File: src/rtl/mult_pkg.sv
// Shared multiplier definitions: FSM state encoding and a constant-safe clog2.
package mult_pkg;

  typedef logic [1:0] state_t;

  localparam state_t S_IDLE  = 2'b00;
  localparam state_t S_SHIFT = 2'b01;
  localparam state_t S_DONE  = 2'b10;

  // Number of bits needed to index v distinct values; usable in parameter defaults.
  function automatic int clog2(input int v);
    int r;
    r = 0;
    for (int i = 0; i < 31; i++)
      if ((1 << i) < v) r = i + 1;
    return r;
  endfunction

endpackage

File: src/rtl/mult_operand_serializer_bit_counter_sat.sv
// Up-counter with synchronous clear and enable that sticks at MAX instead of wrapping.
module bit_counter_sat #(
  parameter int CW  = 4,
  parameter int MAX = 8
) (
  input  logic          clk,
  input  logic          clr,
  input  logic          clear,
  input  logic          en,
  output logic [CW-1:0] cnt
);

  always_ff @(posedge clk or posedge clr) begin
    if (clr)                                cnt <= '0;
    else if (clear)                         cnt <= '0;
    else if (en && (cnt != CW'(MAX)))       cnt <= cnt + CW'(1);
  end

endmodule

File: src/rtl/mult_operand_serializer.sv
// Parallel-in, serial-out multiplier operand register with bit counter and done flag.
// Define MULT_SER_EARLY_TERM_EN to finish as soon as the remaining operand bits are zero.
module mult_operand_serializer
  import mult_pkg::*;
#(
  parameter int N  = 8,
  parameter int CW = clog2(N + 1)
) (
  input  logic          clk,
  input  logic          clr,
  input  logic          start,
  input  logic [N-1:0]  D,
  input  logic          step,
  output logic          lsb,
  output logic          busy,
  output logic          done,
  output logic [CW-1:0] cnt,
  output logic          rem_zero
);

  state_t       state;
  logic [N-1:0] r_reg;
  logic [N-1:0] shifted;
  logic         load;
  logic         adv;
  logic         last;

  assign load    = start && ((state == S_IDLE) || (state == S_DONE));
  assign adv     = step && (state == S_SHIFT);
  assign shifted = r_reg >> 1;

`ifdef MULT_SER_EARLY_TERM_EN
  assign last = (cnt == CW'(N - 1)) || (shifted == '0);
`else
  assign last = (cnt == CW'(N - 1));
`endif

  bit_counter_sat #(.CW(CW), .MAX(N)) u_cnt (
    .clk   (clk),
    .clr   (clr),
    .clear (load),
    .en    (adv),
    .cnt   (cnt)
  );

  always_ff @(posedge clk or posedge clr) begin
    if (clr) begin
      state <= S_IDLE;
      r_reg <= '0;
    end else begin
      case (state)
        S_IDLE, S_DONE: begin
          // start outranks a simultaneous step here
          if (start) begin
            r_reg <= D;
            state <= S_SHIFT;
          end
        end
        S_SHIFT: begin
          if (step) begin
            r_reg <= shifted;
            if (last) state <= S_DONE;
          end
        end
        default: state <= S_IDLE;
      endcase
    end
  end

  assign lsb      = r_reg[0];
  assign busy     = (state == S_SHIFT);
  assign done     = (state == S_DONE);
  assign rem_zero = (r_reg == '0);

endmodule

File: config.mk
export PLATFORM = sky130hd
export DESIGN_NAME = mult_operand_serializer
export DESIGN_NICKNAME = d
export VERILOG_FILES = /design/src/rtl/mult_pkg.sv /design/src/rtl/mult_operand_serializer_bit_counter_sat.sv /design/src/rtl/mult_operand_serializer.sv
export SDC_FILE = /design/constraint.sdc
export NUM_CORES = 1
export LEC_CHECK = 0
export ABC_AREA = 1
export ABC_CLOCK_PERIOD_IN_PS = 1080
export CELL_PAD_IN_SITES_DETAIL_PLACEMENT = 1
export CELL_PAD_IN_SITES_GLOBAL_PLACEMENT = 2
export CORE_ASPECT_RATIO = 0.6
export CORE_MARGIN = 2
export CORE_UTILIZATION = 25
export CTS_BUF_LIST = sky130_fd_sc_hd__clkbuf_2
export DETAILED_ROUTE_END_ITERATION = 7
export PLACE_DENSITY = 0.87
export SYNTH_ARGS = -nofsm -noshare
export SYNTH_HDL_FRONTEND = slang
export SYNTH_SLANG_ARGS = --single-unit
File: constraint.sdc
create_clock -name clk -period 1.08 [get_ports clk]
set_input_delay 0.108 -clock clk [delete_from_list [all_inputs] [get_ports clk]]
set_output_delay 0.108 -clock clk [all_outputs]
set_load 0.005 [all_outputs]
==> results.py, run 1 <==
metrics = {
    "status": {
        "status": "finished with violations",
        "violations": "setup timing",
    },
    "timing": {
        "slew_headroom": 0.8029,
        "drv_slew": 0,
        "finalSetupViolCount": 17,
        "worst_slew_pin_slew_ps": 292.5,
        "min_period_over_period": 1.246,
        "fin_ws_ps": -265.4,
        "whs_ps": 85.25,
        "fmax_mhz": 743.3,
        "setup_tns_ps": -3292,
        "hold_viol": 0,
        "rsz0062_at_grt": "true",
        "min_period_ps": 1345,
        "skew_ps": 13.95,
    },
    "routing": {
        "met2_length_microns": 1294,
        "first_pass_iters": 4,
        "drt-initial-drc-count": 18,
        "wl_met1_microns": 1407,
        "antenna_left": 0,
        "routed_wl_microns": 2818,
        "routedWlPerCell_microns": 14.16,
        "via_per_inst": 4.437,
        "highest-signal-layer": "met4",
        "vias": 883,
        "drc": 0,
        "wl_met3_microns": 103,
    },
    "grt": {
        "grt_pass1_vias": 857,
        "grt_start_max_net_pins": 15,
        "grtUsageTotal": 0.1750,
        "grt_pass1_wl_microns": 4291,
        "grt_overflow_total": 0,
        "antenna_found_initial": 0,
    },
    "job": {
        "drv_cap": 0,
    },
    "synth": {
        "synth.area.top_cells": "dfrtp_1 46%, nand2_1 12%, o21ai_0 9.8%",
        "synth_ff_type": "dfrtp_1",
        "synth_top_area_share": 0.4583,
        "avgSynthCellArea_sq_um": 7.881,
        "synth_area_sq_um": 764.5,
        "ys_warn_count": 0,
        "yosysMostFrequentCell": "nand2_1",
        "ys_seq_area_frac": 0.4583,
        "synth_cell_types": 18,
        "synthesis.nets": 111,
        "synthArstFlopShare": 1.000,
        "netlist_instances": 97,
        "yosys-top-cells-count": "25 x nand2_1, 16 x inv_1, 15 x o21ai_0, 14 x dfrtp_1, 6 x nand4_1",
        "yosysTopAreaCell": "dfrtp_1",
        "synth_edf_count": 0,
        "synth_seq_cells": 14,
    },
    "setup_path": {
        "worstPathMaxFanout": 8,
        "r2r_cells": 8,
        "start_kind": "flop",
        "worst_setup_path_end_kind": "flop",
        "arrival_ps": 1550,
        "criticalPathCategory": "flop to flop",
        "critPathRequiredTime_ps": 1290,
    },
    "clock_tree": {
        "h-tree-depth": 1,
        "clkSinkCount": 14,
        "clk_latency_ps": 290,
        "cts_inserted_buffers": 3,
        "ctsHoldBuffers": 0,
        "cts_tree": "built",
        "cts_root_buffer": "clkbuf_2",
        "clock_path_buffers": 2,
        "clk_pin_slew_worst_paths_ps": 160,
    },
    "placed_design": {
        "portBuffers": 19,
        "pre_cts_ws_ps": -262.2,
        "gp_congestion": 0.7965,
        "hpwl_microns": 1890,
    },
    "final_layout": {
        "num-fill-cells": 350,
        "n_antenna_cell": 0,
        "final_nets": 172,
        "largest_register_ffs": 8,
        "final_layout_size_suffix_gt1_frac": 0.4777,
        "area.growth.synth_to_final_pct": 86.09,
    },
    "power_and_ir_drop": {
        "p_leak_nw": 0.6962,
        "peakVddDrop_uv": 871.2,
        "power.density_nw_per_um2": 2312,
        "p_total_mw": 3.289,
    },
    "floorplanning": {
        "die_area_sq_um": 3531,
        "rows": 15,
        "chipHeight_microns": 46.84,
        "chipWidth_microns": 75.39,
        "floorplan.initialDensity": 0.2645,
        "core_area_sq_um": 2890,
        "ioPinCount": 20,
    },
    "worst_hold_path": {
        "worstHoldPathType": "input pin to asynchronous set/reset pin",
    },
}
## cell type report
class,instances,area [sq um],area share
clock buffers,3,15.01,0.01055
repair buffers,58,536.8,0.3773
inverters,17,66.31,0.04661
multi-input cells,64,396.6,0.2788
well taps,42,52.55,0.03694
clock inverters,1,3.754,0.002639
flip-flops and latches,14,351.6,0.2471
## worst max-delay path, cell delays in order, from the launching register on
cell	delay, ps
dfrtp_1	410
inv_2	60
nand2_2	50
buf_6	120
buf_12	130
o21ai_4	190
buf_12	160
buf_6	90
o21ai_2	40
## timing repair
item	4_1_cts	5_1_grt
endpoints found under the setup margin	22	21
gates resized for setup	57	19
buffers inserted	14	3
cloned	1	0
pin swaps	8	7
## worst paths after layout
kind,start,end,slack (ps)
setup / recovery,state[1],r_reg[4],-270
hold / removal,clr,u_cnt.cnt[1],90
setup reg to reg,state[1],r_reg[4],-270
hold reg to reg,r_reg[5],r_reg[5],560
max in group asynchronous,clr,u_cnt.cnt[0],790
min in group clk,D[7],r_reg[7],360
## where the power goes
group          internal [mW]  leakage (nW)  switching, mW
combinational           1.20         0.503          0.995
clock                 0.0804        0.0140          0.185
sequential             0.705         0.179          0.125
total                   1.98         0.696           1.31
## routing by layer
layer | GRT usage | vias up
met2 | 0.2730 | 20
met4 | 0.03158 | 0
met3 | 0.04506 | 2
met5 | 0 | -
li1 | - | 434
met1 | 0.2500 | 427
## layout by cell type, fill, tap and decap left out
master	n
o21ai_0	4
dfrtp_1	13
inv_4	1
nand4_1	6
xor2_1	1
nor2_2	2
nor2_1	3
o21ai_4	1
o21ai_2	6
ha_4	2
buf_6	11
dfrtp_2	1
nand2_2	6
inv_1	10
clkdlybuf4s15_1	1
clkdlybuf4s50_1	11
nand2_1	19
clkbuf_16	1
buf_12	2
clkbuf_2	3
nand3_1	4
buf_2	5
clkinv_1	1
buf_4	27
nand2_4	1
nand3b_1	1
o21ai_1	8
inv_2	6
## kinds of logic after synthesis
| logic type | count (synthesis) | synth area share |
|---|---|---|
| buffers and inverters | 19 | 0.1047 |
| AND/OR/NAND/NOR | 42 | 0.2439 |
| flip-flops | 14 | 0.4583 |
| AO/OA/AOI/OAI | 19 | 0.1489 |
| XOR/XNOR | 1 | 0.01146 |
| adder cells (fa/ha/maj) | 2 | 0.03273 |
## stage by stage
stage / instance area (sq um) / util / cells
global route: 1423 / 0.4922 / 199
CTS: 1389 / 0.4805 / 196
global placement: 1184 / 0.4095 / 178
detailed placement: 1184 / 0.4095 / 178
finish: 1423 / 0.4922 / 199
floorplan: 767.0 / - / 97
Note: power is estimated with default switching activity, not from simulation.
==> run 2, diff against run 1 <==
Settings changed: TNS_END_PERCENT set to 30.
==> run 2 against run 1 <==
Effect of this change:
- the run still ends with setup timing left
- critical path depth up 1
- first-iteration DRC count up 89%
- global-route usage increased by 0.22 points
- non-clock buffer count down 3
- core utilization shrank 0.52 points
- wire length up 1.3%
- via count decreased by 0.45%
- power is 1.1% lower
- maximum frequency rose by 6.3%
- combinational power barely moved
- clock power down 5%
- critical path type unchanged
- largest cell class unchanged
==> results.py, run 2 (same netlist as run 1, synthesis figures left out) <==
metrics = {
    "setup_path": {
        "criticalPathCategory": "flop to flop",
        "worstPathMaxFanout": 5,
        "path_delay_family": "flip-flops",
        "slowest_delay_ps": 430,
        "arrival_ps": 1470,
        "start_kind": "flop",
        "worst_setup_path_end_kind": "flop",
        "crit_slowest_cell": "dfrtp_1",
        "path_buf_inv": 3,
        "path_cells": "buf_6, buf_4, buf_6, nand3_1, nand2_1, nand2_1, nor2_1, nand2_1, nand2_1",
        "critPathRequiredTime_ps": 1280,
        "cp_common_cell": "nand2_1",
    },
    "power_and_ir_drop": {
        "p_total_mw": 3.251,
        "peakVddDrop_uv": 1011,
        "p_leak_nw": 0.6662,
        "power.density_nw_per_um2": 2310,
    },
    "clock_tree": {
        "ctsHoldBuffers": 0,
        "h-tree-depth": 1,
        "clk_pin_slew_worst_paths_ps": 140,
        "cts_root_buffer": "clkbuf_2",
        "cts_inserted_buffers": 3,
        "cts_tree": "built",
        "clkSinkCount": 14,
        "clock_path_buffers": 2,
        "clk_latency_ps": 300,
    },
    "final_layout": {
        "area.growth.synth_to_final_pct": 84.12,
        "final_cell_mix": "24 x buf_4, 23 x nand2_1, 17 x buf_6",
        "final_common_cell": "buf_4",
        "final_nets": 170,
        "utilization": 0.4870,
        "n_antenna_cell": 0,
        "final_layout_size_suffix_gt1_frac": 0.4481,
        "largest_register_ffs": 8,
    },
    "timing": {
        "setup_tns_ps": -1966,
        "min_period_over_period": 1.172,
        "skew_ps": 9.834,
        "finalSetupViolCount": 19,
        "rsz0062_at_grt": "true",
        "min_period_ps": 1266,
        "fmax_mhz": 790.1,
        "slew_headroom": 0.8142,
        "drv_slew": 0,
        "worst_slew_pin_slew_ps": 278.4,
        "fin_ws_ps": -185.6,
        "hold_viol": 0,
    },
    "grt": {
        "grt_pass1_vias": 884,
        "grt_start_max_net_pins": 15,
        "grt_pass1_wl_microns": 4388,
        "grtUsageTotal": 0.1772,
        "grt_overflow_total": 0,
        "antenna_found_initial": 0,
    },
    "floorplanning": {
        "ioPinCount": 20,
        "rows": 15,
        "chipHeight_microns": 46.84,
        "floorplan.initialDensity": 0.2645,
        "core_area_sq_um": 2890,
        "die_area_sq_um": 3531,
        "chipWidth_microns": 75.39,
    },
    "placed_design": {
        "hpwl_microns": 1855,
        "gp_congestion": 0.7854,
        "portBuffers": 19,
    },
    "status": {
        "violations": "setup timing",
        "status": "finished with violations",
    },
    "routing": {
        "antenna_left": 0,
        "met2_length_microns": 1432,
        "wl_met3_microns": 112,
        "first_pass_iters": 4,
        "drc": 0,
        "via_per_inst": 4.485,
        "wl_met1_microns": 1285,
        "drt-initial-drc-count": 34,
        "routedWlPerCell_microns": 14.56,
        "routed_wl_microns": 2854,
        "vias": 879,
        "highest-signal-layer": "met4",
    },
    "job": {
        "drv_cap": 0,
    },
    "worst_hold_path": {
        "worstHoldPathType": "input pin to asynchronous set/reset pin",
    },
}
[run 2: cell types whose count changed in the layout (fill, tap and decap cells not counted), moves of 3 or more]
cell     before  now
buf_6        11   17
buf_2         5    2
o21ai_1       8    3
buf_4        27   24
nor2_4        0    3
o21ai_0       4   12
nand2_2       6    1
nand2_1      19   23
o21ai_2       6    3
[run 2: worst min-delay path, cell delays in order]
cell,delay (ps)
clkdlybuf4s50_1,390
inv_1,50
buf_4,210
[run 2: stage by stage]
stage / hold slack, ps / area [sq um] / instances / setup WS (ps)
after global placement: 418.9 / 1134 / 175 / -212.1
after detailed placement: 425.6 / 1134 / 175 / -278.9
after CTS: 87.06 / 1344 / 194 / -142.6
final: 78.71 / 1408 / 196 / -185.6
after global routing: 93.42 / 1408 / 196 / -252.5
after floorplan: -2.781 / 764.5 / 97 / -47.14
[run 2: path summary, 6_finish.rpt]
path	startpoint	to	slack, ps	cells past startpoint
worst max-delay path	u_cnt.cnt[2]	u_cnt.cnt[3]	-190	9
worst min-delay path	clr	u_cnt.cnt[2]	80	3
worst max register to register	u_cnt.cnt[2]	u_cnt.cnt[3]	-190	9
worst min register to register	r_reg[6]	r_reg[6]	570	2
max in group asynchronous	clr	r_reg[7]	820	3
min in group clk	D[7]	r_reg[7]	410	3
[run 2: report_power, final]
part	total [mW]	internal, mW	switching, mW
registers	0.818	0.702	0.117
clock network	0.253	0.0755	0.177
logic	2.18	1.17	1.01
total	3.25	1.95	1.31
[run 2: layer usage]
layer / GRT usage / vias to the layer above
met5: 0 / -
met2: 0.3113 / 22
met4: 0.04211 / 0
met1: 0.2238 / 425
met3: 0.04506 / 3
li1: - / 429
[run 2: layout make-up]
| class | instances | area (sq um) |
|---|---|---|
| Inverter | 17 | 66.31 |
| Sequential cell | 14 | 350.3 |
| Multi-Input combinational cell | 65 | 421.7 |
| Tap cell | 42 | 52.55 |
| Timing Repair Buffer | 55 | 501.7 |
| Clock buffer | 3 | 15.01 |
| Fill cell | 353 | 1483 |
[run 2: what timing repair did]
item / 4_1_cts / 5_1_grt
setup endpoints to repair: 22 / 21
buffers inserted: 18 / 2
gates resized for setup: 59 / 13
cloned: 1 / 0
pin swaps: 13 / 13
==> run 3, diff against run 2 <==
Settings changed: ABC_AREA 1 to 0, CORE_UTILIZATION 25 to 27, PLACE_DENSITY 0.87 to unset, PLACE_DENSITY_LB_ADDON set to 0.1.
==> run 3 against run 2 <==
Effect of this change:
- the flow still finishes with violations (setup timing)
- design area about the same
- sequential cell count unchanged
- power grew 16%
- area after synthesis down 2.8%
- clock skew is 4.3 ps lower
- clock-buffer cell count unchanged
- combinational power up 20%
- synthesized cell count down 25%
- worst setup slack worse by 280 ps
- final cell count fell by 16%
- maximum frequency decreased by 18%
- first-iteration DRC count decreased by 88%
==> results.py, run 3 <==
metrics = {
    "final_layout": {
        "stdcell_area_sq_um": 1409,
        "utilization": 0.5509,
        "n_antenna_cell": 0,
        "final_common_cell": "buf_4",
        "final_nets": 148,
        "largest_register_ffs": 8,
        "area.growth.synth_to_final_pct": 89.56,
        "final_layout_size_suffix_gt1_frac": 0.5682,
        "final_cell_mix": "28 x buf_4, 13 x buf_6, 13 x dfrtp_1",
    },
    "routing": {
        "vias": 759,
        "drc": 0,
        "first_pass_iters": 2,
        "routed_wl_microns": 2436,
        "antenna_left": 0,
        "drt-initial-drc-count": 4,
        "routedWlPerCell_microns": 14.85,
        "via_per_inst": 4.628,
    },
    "status": {
        "violations": "setup timing",
        "status": "finished with violations",
    },
    "setup_path": {
        "worst_setup_path_end_kind": "primary output",
        "criticalPathCategory": "flop to primary output",
        "start_kind": "flop",
        "arrival_ps": 1440,
        "critPathRequiredTime_ps": 970,
        "worstPathMaxFanout": 2,
    },
    "timing": {
        "min_period_over_period": 1.431,
        "fin_ws_ps": -465.2,
        "hold_viol": 0,
        "drv_slew": 0,
        "skew_ps": 5.525,
        "min_period_ps": 1545,
        "setup_tns_ps": -3386,
        "worst_slew_pin_slew_ps": 214.7,
        "slew_headroom": 0.8554,
        "fmax_mhz": 647.2,
        "rsz0062_at_grt": "true",
        "finalSetupViolCount": 19,
    },
    "power_and_ir_drop": {
        "swShare": 0.3707,
        "clock_power_share": 0.064,
        "power.switching_mw": 1.395,
        "internal_power_mw": 2.369,
        "combPwrFrac": 0.693,
        "p_leak_nw": 0.6770,
        "power.density_nw_per_um2": 2672,
        "p_total_mw": 3.764,
        "seqPwrFrac": 0.243,
        "peakVddDrop_uv": 1070,
    },
    "grt": {
        "grtUsageTotal": 0.1668,
        "antenna_found_initial": 0,
        "grt_start_max_net_pins": 15,
        "grt_pass1_vias": 823,
        "grt_pass1_wl_microns": 3939,
        "grt_overflow_total": 0,
    },
    "job": {
        "drv_cap": 0,
    },
    "floorplanning": {
        "die_area_sq_um": 3202,
        "chipHeight_microns": 44.64,
        "rows": 14,
        "floorplan.initialDensity": 0.2906,
        "core_area_sq_um": 2557,
        "ioPinCount": 20,
        "chipWidth_microns": 71.73,
    },
    "synth": {
        "synth_top_family_by_area": "simple AND/OR/NAND/NOR gates",
        "synthSimpleGateAreaFrac": 0.1835,
        "ys_warn_count": 0,
        "synth_xor_xnor_area_share": 0,
        "synthAdderAreaFrac": 0.03367,
        "netlist_instances": 73,
        "synth_top_area_share": 0.4714,
        "synth.area.mux_share": 0.1229,
        "ys_seq_area_frac": 0.4714,
        "synth_seq_cells": 14,
        "synth.area.top_cells": "dfrtp_1 47%, mux2i_1 11%, nand3_1 6.1%",
        "synth_compound_area_frac": 0.1246,
        "synth_area_sq_um": 743.2,
        "avgSynthCellArea_sq_um": 10.18,
        "synthArstFlopShare": 1.000,
        "synthesis.nets": 87,
        "synth_cell_types": 25,
        "synth_ff_type": "dfrtp_1",
        "yosys-top-cells-count": "14 x dfrtp_1, 9 x nand3_1, 8 x mux2i_1, 7 x inv_1",
        "yosysTopAreaCell": "dfrtp_1",
        "yosysMostFrequentCell": "dfrtp_1",
        "synth_edf_count": 0,
    },
    "clock_tree": {
        "ctsHoldBuffers": 0,
        "clkSinkCount": 14,
        "cts_tree": "built",
        "cts_inserted_buffers": 3,
        "clk_pin_slew_worst_paths_ps": 130,
        "h-tree-depth": 1,
        "cts_root_buffer": "clkbuf_2",
        "clk_latency_ps": 280,
        "clock_path_buffers": 2,
    },
    "placed_design": {
        "placed_cell_area_sq_um": 1132,
        "pre_cts_ws_ps": -539.8,
        "gp_congestion": 0.7214,
        "portBuffers": 19,
        "hpwl_microns": 1632,
    },
    "worst_hold_path": {
        "worstHoldPathType": "input pin to asynchronous set/reset pin",
    },
}
-- run 3: cell count changes after synthesis, moves of 3 or more --
cell / previous run / this run
nand2_1: 25 / 3
o21ai_0: 15 / 4
inv_1: 16 / 7
mux2i_1: 0 / 8
nand4_1: 6 / 0
o21ai_1: 1 / 4
nand3_1: 4 / 9
-- run 3: layout make-up --
cell class / count / area, sq um
Fill cell: 282 / 1149
Clock buffer: 3 / 15.01
Inverter: 7 / 28.78
Sequential cell: 14 / 351.6
Tap cell: 32 / 40.04
Timing Repair Buffer: 59 / 516.7
Multi-Input combinational cell: 49 / 456.7
-- run 3: through the flow --
stage,hold WS [ps],std cells
final,103.4,164
after global placement,425.0,143
after detailed placement,428.0,143
after global routing,107.0,164
after floorplan,-2.781,73
after CTS,105.8,157
-- run 3: timing repair --
action,CTS,global route
cloned,0,0
pin swaps,7,10
buffers inserted,12,7
gates resized for setup,47,25
endpoints found under the setup margin,20,22
-- run 3: critical path: stages, from the launching register on --
cell and delay, ps:
dfrtp_1 390, or4_1 540, nor2_2 110, buf_2 110
-- run 3: layer usage --
metal | vias to the layer above | part of all wire | GRT usage
li1 | 377 | - | -
met1 | 368 | 0.48 | 0.2267
met2 | 12 | 0.47 | 0.2741
met3 | 2 | 0.038 | 0.04100
met4 | 0 | 0.0066 | 0.03396
met5 | - | 0 | 0
-- run 3: logic make-up (layout without fill, tap and decap cells) --
logic type      Yosys count  count (layout)
compound gates           14              14
flops                    14              14
buf+inv                  10              69
mux                       9               9
simple gates             24              24
fa+ha+maj                 2               2
-- run 3: final timing paths --
path / startpoint / endpoint / slack, ps / cells past startpoint
setup / recovery: r_reg[3] / rem_zero / -470 / 3
hold / removal: clr / u_cnt.cnt[3] / 100 / 3
setup reg to reg: state[1] / u_cnt.cnt[1] / -290 / 4
hold reg to reg: r_reg[1] / r_reg[1] / 580 / 2
max in group asynchronous: clr / state[0] / 790 / 3
min in group clk: D[7] / r_reg[7] / 390 / 3
-- run 3: power groups by stage --
stage,sequential [mW],clock (mW),combinational (mW)
2_1_floorplan,0.933,0,0.841
6_report,0.915,0.240,2.61
4_1_cts,0.901,0.249,2.17
5_1_grt,0.937,0.278,2.84
3_3_place_gp,0.920,0,1.73
3_5_place_dp,0.934,0,1.75
